===== config.mk =====
export PLATFORM = sky130hd
export DESIGN_NAME = cache_writeback_buffer
export DESIGN_NICKNAME = d
export VERILOG_FILES = /design/src/rtl/cache_writeback_buffer_pkg.sv /design/src/rtl/cache_writeback_buffer_wb_entry_file.sv /design/src/rtl/cache_writeback_buffer.sv
export SDC_FILE = /design/constraint.sdc
export NUM_CORES = 1
export LEC_CHECK = 0
export CAP_MARGIN = 20
export CORE_AREA = 4 4 214 216
export DETAILED_ROUTE_END_ITERATION = 16
export DIE_AREA = 0 0 218 220
export GPL_TIMING_DRIVEN = 0
export PLACE_DENSITY = 0.73
export SYNTH_ARGS = -nofsm -noshare
export SYNTH_HDL_FRONTEND = slang
export SYNTH_SLANG_ARGS = --single-unit

===== constraint.sdc =====
create_clock -name clk -period 13.1 [get_ports clk]
set_input_delay 2.62 -clock clk [delete_from_list [all_inputs] [get_ports clk]]
set_output_delay 2.62 -clock clk [all_outputs]
set_load 0.01 [all_outputs]

===== src/rtl/cache_writeback_buffer_pkg.sv =====
// Shared LC-3b memory-side types and the write-back buffer FSM encoding.
package cache_writeback_buffer_pkg;

    typedef logic [15:0]  lc3b_word;
    typedef logic [127:0] lc3b_line;
    typedef logic [11:0]  lc3b_line_addr;

    typedef enum logic [1:0] {
        ST_IDLE    = 2'd0,
        ST_RD      = 2'd1,
        ST_RD_DONE = 2'd2,
        ST_WR      = 2'd3
    } wb_state_e;

    // A line address is the byte address with the 16-byte offset removed.
    function automatic lc3b_line_addr to_line_addr(input lc3b_word addr);
        return lc3b_line_addr'(addr >> 4);
    endfunction

endpackage


===== src/rtl/cache_writeback_buffer_wb_entry_file.sv =====
// Circular store of evicted lines with age-ordered lookup (newest match wins).
module cache_writeback_buffer_wb_entry_file
    import cache_writeback_buffer_pkg::*;
#(
    parameter  int DEPTH = 2,
    localparam int CNT_W = $clog2(DEPTH + 1),
    localparam int PTR_W = (DEPTH > 1) ? $clog2(DEPTH) : 1
) (
    input  logic              clk,
    input  logic              rst_n,
    input  logic              push,
    input  lc3b_line_addr     push_addr,
    input  lc3b_line          push_data,
    input  logic              pop,
    input  lc3b_line_addr     lookup_addr,
    output logic              hit,
    output lc3b_line          hit_data,
    output lc3b_line_addr     head_addr,
    output lc3b_line          head_data,
    output logic [CNT_W-1:0]  count,
    output logic              full,
    output logic              empty
);

    logic [DEPTH-1:0] valid;
    lc3b_line_addr    addr_mem [DEPTH];
    lc3b_line         data_mem [DEPTH];
    logic [PTR_W-1:0] head;
    logic [PTR_W-1:0] tail;
    logic [PTR_W-1:0] idx;
    logic             pop_ok;
    logic             push_ok;

    function automatic logic [PTR_W-1:0] next_ptr(input logic [PTR_W-1:0] p);
        return (p == PTR_W'(DEPTH - 1)) ? '0 : p + PTR_W'(1);
    endfunction

    assign full    = (count == CNT_W'(DEPTH));
    assign empty   = (count == '0);
    assign pop_ok  = pop && !empty;
    // A full buffer may still accept when the head is freed on the same edge.
    assign push_ok = push && (!full || pop_ok);

    always_ff @(posedge clk) begin
        if (!rst_n) begin
            valid <= '0;
            head  <= '0;
            tail  <= '0;
            count <= '0;
        end else begin
            if (pop_ok) begin
                valid[head] <= 1'b0;
                head        <= next_ptr(head);
            end
            // Placed after the pop so a full-buffer push into the freed slot stays valid.
            if (push_ok) begin
                valid[tail] <= 1'b1;
                tail        <= next_ptr(tail);
            end
            if (push_ok && !pop_ok) begin
                count <= count + CNT_W'(1);
            end else if (pop_ok && !push_ok) begin
                count <= count - CNT_W'(1);
            end
        end
    end

    always_ff @(posedge clk) begin
        if (push_ok) begin
            addr_mem[tail] <= push_addr;
            data_mem[tail] <= push_data;
        end
    end

    always_comb begin
        hit      = 1'b0;
        hit_data = '0;
        idx      = '0;
        // Walk oldest to newest so the last match seen is the newest one.
        for (int i = 0; i < DEPTH; i++) begin
            idx = PTR_W'((int'(head) + i) % DEPTH);
            if (valid[idx] && (addr_mem[idx] == lookup_addr)) begin
                hit      = 1'b1;
                hit_data = data_mem[idx];
            end
        end
    end

    assign head_addr = addr_mem[head];
    assign head_data = data_mem[head];

endmodule


===== src/rtl/cache_writeback_buffer.sv =====
// Victim write buffer between the L1 pmem port and physical memory: 1-cycle
// eviction accept, background drain, and read forwarding from buffered lines.
module cache_writeback_buffer
    import cache_writeback_buffer_pkg::*;
#(
    parameter  int DEPTH = 2,
    localparam int CNT_W = $clog2(DEPTH + 1)
) (
    input  logic              clk,
    input  logic              rst_n,
    input  logic              pmem_read,
    input  logic              pmem_write,
    input  logic [15:0]       pmem_address,
    input  logic [127:0]      pmem_wdata,
    output logic              pmem_resp,
    output logic [127:0]      pmem_rdata,
    output logic              mem_read,
    output logic              mem_write,
    output logic [15:0]       mem_address,
    output logic [127:0]      mem_wdata,
    input  logic              mem_resp,
    input  logic [127:0]      mem_rdata,
    output logic [CNT_W-1:0]  wb_count,
    output logic              wb_full,
    output logic              wb_empty,
    output wb_state_e         fsm_state
);

    wb_state_e     state;
    wb_state_e     state_next;
    lc3b_line_addr req_line;
    lc3b_line_addr rd_line_q;
    lc3b_line_addr head_addr;
    lc3b_line      head_data;
    lc3b_line      hit_data;
    logic          hit;
    logic          req_ok;
    logic          wr_req;
    logic          rd_req;
    logic          rd_hit;
    logic          rd_miss_start;
    logic          rd_done;
    logic          pop;
    logic          push;

    assign req_line = to_line_addr(pmem_address);
    // Requests are held until pmem_resp, so they are only looked at while it is low.
    assign req_ok   = !pmem_resp && !(pmem_read && pmem_write);
    assign wr_req   = req_ok && pmem_write;
    assign rd_req   = req_ok && pmem_read && (state != ST_RD) && (state != ST_RD_DONE);

    assign pop           = (state == ST_WR) && mem_resp;
    assign push          = wr_req && (!wb_full || pop);
    assign rd_hit        = rd_req && hit;
    assign rd_miss_start = rd_req && !hit && (state == ST_IDLE);
    assign rd_done       = (state == ST_RD) && mem_resp;

    cache_writeback_buffer_wb_entry_file #(.DEPTH(DEPTH)) entries (
        .clk         (clk),
        .rst_n       (rst_n),
        .push        (push),
        .push_addr   (req_line),
        .push_data   (pmem_wdata),
        .pop         (pop),
        .lookup_addr (req_line),
        .hit         (hit),
        .hit_data    (hit_data),
        .head_addr   (head_addr),
        .head_data   (head_data),
        .count       (wb_count),
        .full        (wb_full),
        .empty       (wb_empty)
    );

    always_ff @(posedge clk) begin
        if (!rst_n) begin
            state      <= ST_IDLE;
            pmem_resp  <= 1'b0;
            pmem_rdata <= '0;
            rd_line_q  <= '0;
        end else begin
            state     <= state_next;
            pmem_resp <= push || rd_hit || rd_done;
            if (rd_hit) begin
                pmem_rdata <= hit_data;
            end else if (rd_done) begin
                pmem_rdata <= mem_rdata;
            end
            if (rd_miss_start) begin
                rd_line_q <= req_line;
            end
        end
    end

    // A read miss beats a drain only from IDLE; a started drain always finishes.
    always_comb begin
        state_next = state;
        case (state)
            ST_IDLE: begin
                if (rd_miss_start) begin
                    state_next = ST_RD;
                end else if (!wb_empty) begin
                    state_next = ST_WR;
                end
            end
            ST_RD: begin
                if (mem_resp) begin
                    state_next = ST_RD_DONE;
                end
            end
            ST_RD_DONE: state_next = ST_IDLE;
            ST_WR: begin
                if (mem_resp) begin
                    state_next = ST_IDLE;
                end
            end
            default: state_next = ST_IDLE;
        endcase
    end

    // Memory-side outputs decode only flops, so there is no cache-to-memory comb path.
    assign mem_read    = (state == ST_RD);
    assign mem_write   = (state == ST_WR);
    assign mem_address = {((state == ST_WR) ? head_addr : rd_line_q), 4'h0};
    assign mem_wdata   = head_data;
    assign fsm_state   = state;

endmodule


==> Yosys cells after proc, flatten, opt, wreduce, memory -nomap -nowiden <==
Memory sizes are Yosys's and may differ from the RTL's. A register that Yosys moved wholly into a read port is not among the register bits.
Cells that the tools add are included.
{ "totals": {"ff_bits": 149, "mem_bits_rw": 280, "in_bits": 277, "output_inout_bits": 281, "elab_cells": 103, "n_memories": 2} }
{ "op_classes": {"addsub": 5, "n_lt_le_gt_ge": 5, "n_eq_ne": 11, "n_mux": 33, "bitwise_logic": 3, "n_reduce_logical": 36} }
{ "memory_table": {"columns": ["memory", "depth", "word_bits", "rd", "rd_ports_with_merged_regs", "write_ports", "line", "rtl"], "rows": [
  ["entries.data_mem", 2, 128, 2, 1, 1, "cache_writeback_buffer_wb_entry_file.sv:27", "lc3b_line data_mem [DEPTH];"],
  ["entries.addr_mem", 2, 12, 2, 1, 1, "cache_writeback_buffer_wb_entry_file.sv:26", "lc3b_line_addr addr_mem [DEPTH];"]
]} }
{ "ops": {"columns": ["operator", "n"], "rows": [
  ["128-bit 2-to-1 mux", 4],
  ["12-bit equality test", 2],
  ["1-bit logical AND", 20],
  ["2-bit 2-to-1 mux", 9],
  ["1-bit 2-to-1 mux", 16],
  ["12-bit 2-to-1 mux", 1],
  ["2-bit one-hot mux with 4 select lines", 1],
  ["1-bit zero test", 7],
  ["2-bit equality test (second input constant)", 3],
  ["1-bit by 2-bit less-than comparator with 1-bit output (second input constant)", 3],
  ["2-bit by 1-bit != test with 1-bit output (second input constant)", 3],
  ["2-bit zero test", 2],
  ["1-bit logical OR", 4],
  ["2-bit nonzero test", 2],
  ["1-bit adder (second input constant)", 3],
  ["3-bit != test (second input constant)", 1],
  ["3-bit AND reduction", 1],
  ["2-bit by 1-bit adder with 2-bit output (second input constant)", 1],
  ["2-bit bitwise AND", 1],
  ["1-bit demux with 1-bit select", 2],
  ["2-bit by 1-bit equality test with 1-bit output (second input constant)", 1],
  ["1-bit >= comparator (second input constant)", 2],
  ["2-bit != test (second input constant)", 1],
  ["2-bit NOT", 1],
  ["2 further kinds", 2]
]} }

==> Logic depth before layout (Yosys ltp) <==
Gate-level depths: netlist (run 1).
{ "logic_depth": {"ltp_word": 10, "depth_mapped": 12, "depth_no_buf": 9} }

==> Modules after synthesis <==
A second synthesis (run 1) with hierarchy kept.
{ "hier_totals": {"hier_cells": 1523, "hier_area_um2": 18989.5} }
{ "by_module_without_submodules": {"columns": ["mod", "instances", "cells_per_inst", "area_each_um2"], "rows": [
  ["cache_writeback_buffer_wb_entry_file", 1, 684, 12245.5],
  ["cache_writeback_buffer", 1, 839, 6744.0]
]} }

==> Worst setup path after synthesis (run 1) <==
No wires, ideal clock.
{ "synth_timing": {"path_kind": "input to register", "startpoint": "input mem_resp", "endpoint": "memory entries.addr_mem[0][0] (netlist bit), enable pin", "setup_ns": 0.644, "arrival_time_ns": 8.709, "t_required_ns": 12.456, "path_slack_ns": 3.747, "cell_stages": 4, "path_buffers": 0, "path_cell_list": "nand2_1 nand2_1 nand3_1 nor2_1"} }
{ "synth_between": {"elab_chain_len": 6, "elab_cells_between_ends": 8, "cone_classes": "mux: 2; reduce/logical: 6"} }
{ "synth_rtl": {"columns": ["element", "line", "rtl"], "rows": [
  ["start: declaration", "cache_writeback_buffer.sv:21", "input logic mem_resp,"],
  ["1-bit logical AND *", "cache_writeback_buffer.sv:52", "assign pop = (state == ST_WR) && mem_resp;"],
  ["1-bit logical OR / 1-bit logical AND (equally long branches)", "cache_writeback_buffer.sv:53, cache_writeback_buffer_wb_entry_file.sv:40", null],
  ["1-bit logical AND / 1-bit logical OR (equally long branches)", "cache_writeback_buffer.sv:53, cache_writeback_buffer_wb_entry_file.sv:42", null],
  ["1-bit logical AND *", "cache_writeback_buffer_wb_entry_file.sv:42", "assign push_ok = push && (!full || pop_ok);"],
  ["1-bit 2-to-1 mux *", "cache_writeback_buffer_wb_entry_file.sv:69", "if (push_ok) begin"],
  ["1-bit 2-to-1 mux (not written as such) *", "cache_writeback_buffer_wb_entry_file.sv:70", "addr_mem[tail] <= push_addr;"],
  ["end: declaration", "cache_writeback_buffer_wb_entry_file.sv:26", null]
]} }
Mark *: on every way between the ends. The rest lies on a longest branch, timed or not.

==> results.toml, run 1 <==
[power_and_ir_drop]
vdd_ir_drop_max_mv = 0.1025
switching_share = 0.2353
pwr-share-clk = 0.384
seq_power_share = 0.469
power.density_mw_per_mm2 = 125.8
intPower_uw = 2536
p_leak_uw = 0.009041
combPwrFrac = 0.147
power_switching_uw = 780.4

[timing]
fin_tns_setup_ps = 0
period_share = 0.4659
rsz0062_at_grt = "false"
fin_worst_skew_ps = 13.38
finalMaxSlewViolations = 0
worst_pin_slew_ps = 980.3
setup_viol = 0
layout_min_cycle_time_ps = 6103
fmax_mhz = 163.9
hold-worst-slack_ps = 518.7
fin_ws_ps = 6997
hold_viol_final = 0
timing.slew.headroom = 0.3465

[synth]
muxShareOfSynthArea = 0.2303
yosys_warnings = 0
netlist_area_mm2 = 0.01849
synth_xor_area_frac = 0.01232
synth_compound_area_frac = 0.09273
yosysTopAreaCellShare = 0.4549
ys_seq_area_frac = 0.6173
yosysMostFrequentCell = "edfxtp_1"
synth_edf_count = 280
async_flop_share = 0
synth_top_family_by_area = "multiplexers"
avgSynthCellArea_um2 = 13.85
synth_common_cells = "edfxtp_1, mux2_2, dfxtp_1"
synth_ff_type = "edfxtp_1"
synthTopCellsByArea = "edfxtp_1, dfxtp_1, mux2_2"
yosysUniqueCellTypes = 39
yosysTopAreaCell = "edfxtp_1"
synth-simple-area-share = 0.01780
syn_inst = 1335
synth_fa_ha_area_frac = 0.0006769
ys_ff_latch = 430

[critical_path]
arrival_ps = 3480
crit_path_start_kind = "register"
reg2reg_slack_ps = 9370
cp.required_ps = 10480
critPathKind = "reg -> out"
rr_worst_depth = 10
reg2reg_to = "pmem_rdata[124]"
worstSetupEndpointType = "primary output"
critPathMaxFanout = 10

[final_layout]
fin_nets = 2220
fin_util = 0.6002
areaGrowthSynthToFinish_pct = 42.65
layout-drive-gt1-share = 0.1875

[global_routing]
overflow = 0
grt_pass1_wl_um = 90130
grt_usage = 0.2473
grt_pass1_vias = 14500
antenna_found_initial = 8
grt_max_degree = 82

[detailed_routing]
postRouteWirelength_um = 61840
drc = 0
drt_first_pass_iters = 5
wire_per_inst_um = 24.01
vias = 13720
viasPerCell = 5.329
dr.first_iter.drc_count = 721
antenna_left = 0

[floorplan]
io_pins = 558
core_area_mm2 = 0.04393
initial_utilization = 0.4208
dieWidth_um = 218
die_area_mm2 = 0.04796
die_height_um = 220
rows = 77

[placed_design]
io_buffers = 548
dp_slack_ps = 6946
gp_congestion = 0.8675
hpwl_um = 45680

[worst_hold_path]
whs_endpoint = "rd_line_q[4]"
min_path_cells = 2
holdCritStartpoint = "rd_line_q[4]"
worstHoldPathType = "reg -> reg"

[clock_network]
cts_resized = 0
cts_made_buffers = 47
htreeDepth = 2
clk_pin_slew_ps = 60
cts_root_buffer = "clkbuf_16"
cts_setup_buffers = 0
worstSkewPairLatency_ps = 570
cts_hold_buf = 0
cts_tree = "done"
cts.sink_count = 430
cts_buffer_depth = 3

[outcome]
status = "finished clean"

[job]
maxCapViolCount = 0
==> routing by layer <==
layer / wire, µm / global-route usage
met5: 34 / 0
met4: 1834 / 0.08426
met3: 5008 / 0.07212
met2: 31440 / 0.4404
met1: 23520 / 0.2854
==> power by group through the flow <==
stage | Clock [µW] | Sequential, µW | Combinational, µW
final | 1270 | 1560 | 489
after global routing | 1340 | 1560 | 521
after global placement | 0 | 1590 | 473
after detailed placement | 0 | 1580 | 488
after floorplan | 0 | 1590 | 198
after CTS | 1290 | 1560 | 492
==> cell type report <==
cell class,count,area [µm²]
Fill cell,3556,17560
Sequential cell,430,11410
Multi-Input combinational cell,801,6563
Timing Repair Buffer,555,5635
Clock buffer,69,1361
Tap cell,592,740.7
Buffer,101,508.0
Clock inverter,17,110.1
Inverter,6,30.03
Antenna cell,4,10.01
==> registers in the layout, indices dropped and copies added (netlist names), named ones only <==
signal	flops
entries.tail	1
pmem_resp	1
fsm_state	2
entries.valid	2
pmem_rdata	128
rd_line_q	12
entries.data_mem	256
entries.addr_mem	24
entries.head	1
entries.count	2
==> worst max-delay path by stage <==
stage          slack [ps]                       to  depth (start not counted)             from
6_report             7000             mem_wdata[5]                          6         register
5_1_grt              6800             mem_wdata[4]                          6         register
4_1_cts              6850             mem_wdata[5]                          6         register
3_5_place_dp         6950          pmem_rdata[124]                          9  pmem_address[4]
3_3_place_gp        -1220  entries.data_mem[0][93]                          5         mem_resp
2_1_floorplan        3750   entries.addr_mem[0][0]                          4         mem_resp
==> critical path: stages (launching register included) <==
cell and delay (ps):
dfxtp_1 330, buf_6 150, buf_6 180, clkbuf_1 540, clkbuf_1 750, mux2_2 420, clkdlybuf4s50_1 520
==> cell usage in the layout, fill, tap and decap left out, types with 32 or more instances in the layout <==
cell type,n
o21ai_0,130
mux2i_1,135
dfxtp_1,150
clkbuf_1,76
a22oi_1,32
mux2_2,256
a21oi_1,140
clkdlybuf4s50_1,548
edfxtp_1,280
clkbuf_16,49
==> stage by stage <==
stage / instances / area [µm²] / power, µW
3_3_place_gp: 2478 / 24720 / 2067
5_1_grt: 2574 / 26370 / 3428
3_5_place_dp: 2485 / 24890 / 2071
6_report: 2575 / 26370 / 3316
2_1_floorplan: 1338 / 18500 / 1793
4_1_cts: 2571 / 26360 / 3339
==> cell families (layout without fill, tap and decap cells) <==
family | Yosys count | after routing
DFF | 430 | 430
muxes | 392 | 392
AOI/OAI and AO/OA | 316 | 316
buffers and inverters | 107 | 748
and+or+nand+nor | 62 | 62
xor gates and xnor gates | 26 | 26
adders and majority gates | 1 | 1
other | 1 | 8
Note: power is estimated with default switching activity, not from simulation.
==> run 2: changes to the inputs <==
- CORE_AREA: 4 4 214 216 -> default
- CORE_MARGIN: default -> 4
- CORE_UTILIZATION: default -> 43
- DIE_AREA: 0 0 218 220 -> default
- PLACE_DENSITY: 0.73 -> 0.77
- clock period: 13.1 -> 5.2 ns (I/O delays scaled with it)
==> results.toml, run 2 (synthesis gave the netlist of run 1 again) <==
[floorplan]
rows = 75
initial_utilization = 0.4377
dieWidth_um = 215.3
core_area_mm2 = 0.04223
io_pins = 558
die_height_um = 215.3
die_area_mm2 = 0.04637

[clock_network]
cts_made_buffers = 44
cts_hold_buf = 0
htreeDepth = 2
cts_root_buffer = "clkbuf_16"
cts_setup_buffers = 0
cts.sink_count = 430
cts_tree = "done"
clk_pin_slew_ps = 60
cts_buffer_depth = 3
cts_resized = 0
worstSkewPairLatency_ps = 560

[final_layout]
final_common_cell = "clkdlybuf4s50_1"
most-common-layout-cells = "clkdlybuf4s50_1, edfxtp_1, mux2_2, dfxtp_1, a21oi_1"
areaGrowthSynthToFinish_pct = 42.19
reg.largest.list = "entries.data_mem x256, pmem_rdata x128, entries.addr_mem x24"
fin_nets = 2217
largest_register_ffs = 256
regMostFlops = "entries.data_mem"
layout-drive-gt1-share = 0.1885
fillers = 3253

[timing]
timing.slew.headroom = 0.3148
hold-worst-slack_ps = 518.7
rsz0062_at_grt = "false"
fin_worst_skew_ps = 10.60
worst_pin_slew_ps = 999.2
hold_viol_final = 0
layout_min_cycle_time_ps = 4568
fin_ws_ps = 632.3
period_share = 0.8784
finalMaxSlewViolations = 0
fmax_mhz = 218.9
setup_viol = 0

[job]
maxCapViolCount = 0

[detailed_routing]
drc = 0
vias = 13790
antenna_left = 0
drt_first_pass_iters = 8
postRouteWirelength_um = 60440
viasPerCell = 5.476
dr.first_iter.drc_count = 968
wire_per_inst_um = 24.00

[placed_design]
io_buffers = 548
gp_congestion = 0.8636
hpwl_um = 44580
dp_slack_ps = 622.2

[power_and_ir_drop]
vdd_ir_drop_max_mv = 0.3449
power.density_mw_per_mm2 = 317.2
p_leak_uw = 0.009038

[global_routing]
grt_usage = 0.2507
grt_pass1_vias = 14400
overflow = 0
grt_pass1_wl_um = 89500
antenna_found_initial = 9
grt_max_degree = 75

[outcome]
status = "finished clean"

[critical_path]
arrival_ps = 3530
worstSetupEndpointType = "primary output"
cp.required_ps = 4160
critPathMaxFanout = 11
reg2reg_slack_ps = 1480
critPathKind = "reg -> out"
crit_path_start_kind = "register"

[worst_hold_path]
worstHoldPathType = "reg -> reg"
holdCritStartpoint = "entries.valid[1]"
[run 2: critical path, stage by stage, from the launching register on]
cell and delay, ps:
dfxtp_1 330, buf_6 150, buf_6 180, clkbuf_1 650, clkbuf_1 660, mux2_2 410
clkdlybuf4s50_1 560
[run 2: final cells by class]
class / count / area (µm²) / share of cell area
sequential: 430 / 11410 / 0.4341
buffer: 101 / 508.0 / 0.01933
multi-input combinational: 801 / 6563 / 0.2497
timing repair buffer: 555 / 5635 / 0.2144
inverter: 6 / 27.53 / 0.001047
tap: 539 / 674.4 / 0.02566
clock inverter: 18 / 197.7 / 0.007521
clock buffer: 62 / 1250 / 0.04756
antenna: 7 / 17.52 / 0.0006664
[run 2: worst paths after layout]
check                           depth (start not counted)               end
worst max register to register                         10   pmem_rdata[101]
worst min register to register                          2  entries.valid[1]
worst min-delay path                                    2  entries.valid[1]
worst max-delay path                                    6     mem_wdata[95]
[run 2: per-layer routing]
| metal | vias up | track usage | part of all wire |
|---|---|---|---|
| li1 | 6271 | - | - |
| met1 | 6789 | 0.2909 | 0.37 |
| met2 | 615 | 0.4405 | 0.50 |
| met3 | 111 | 0.08291 | 0.092 |
| met4 | 8 | 0.07838 | 0.032 |
| met5 | - | 0 | 0.00078 |
[run 2: metrics by stage]
stage	setup TNS (ps)	instance area, µm²	total power (µW)	std cells	utilization
finish	0	26280	8338	2519	0.6224
global route	0	26280	8633	2516	0.6223
CTS	0	26270	8398	2512	0.6220
detailed placement	0	24820	5214	2432	0.5877
global placement	-363230	24660	5181	2425	0.5841
floorplan	0	18500	4504	1338	-
[run 2: where the power goes]
| group | total (µW) | switching, µW | internal [µW] |
|---|---|---|---|
| Combinational | 1230 | 526 | 706 |
| Clock | 3190 | 1310 | 1880 |
| Sequential | 3920 | 92.3 | 3830 |
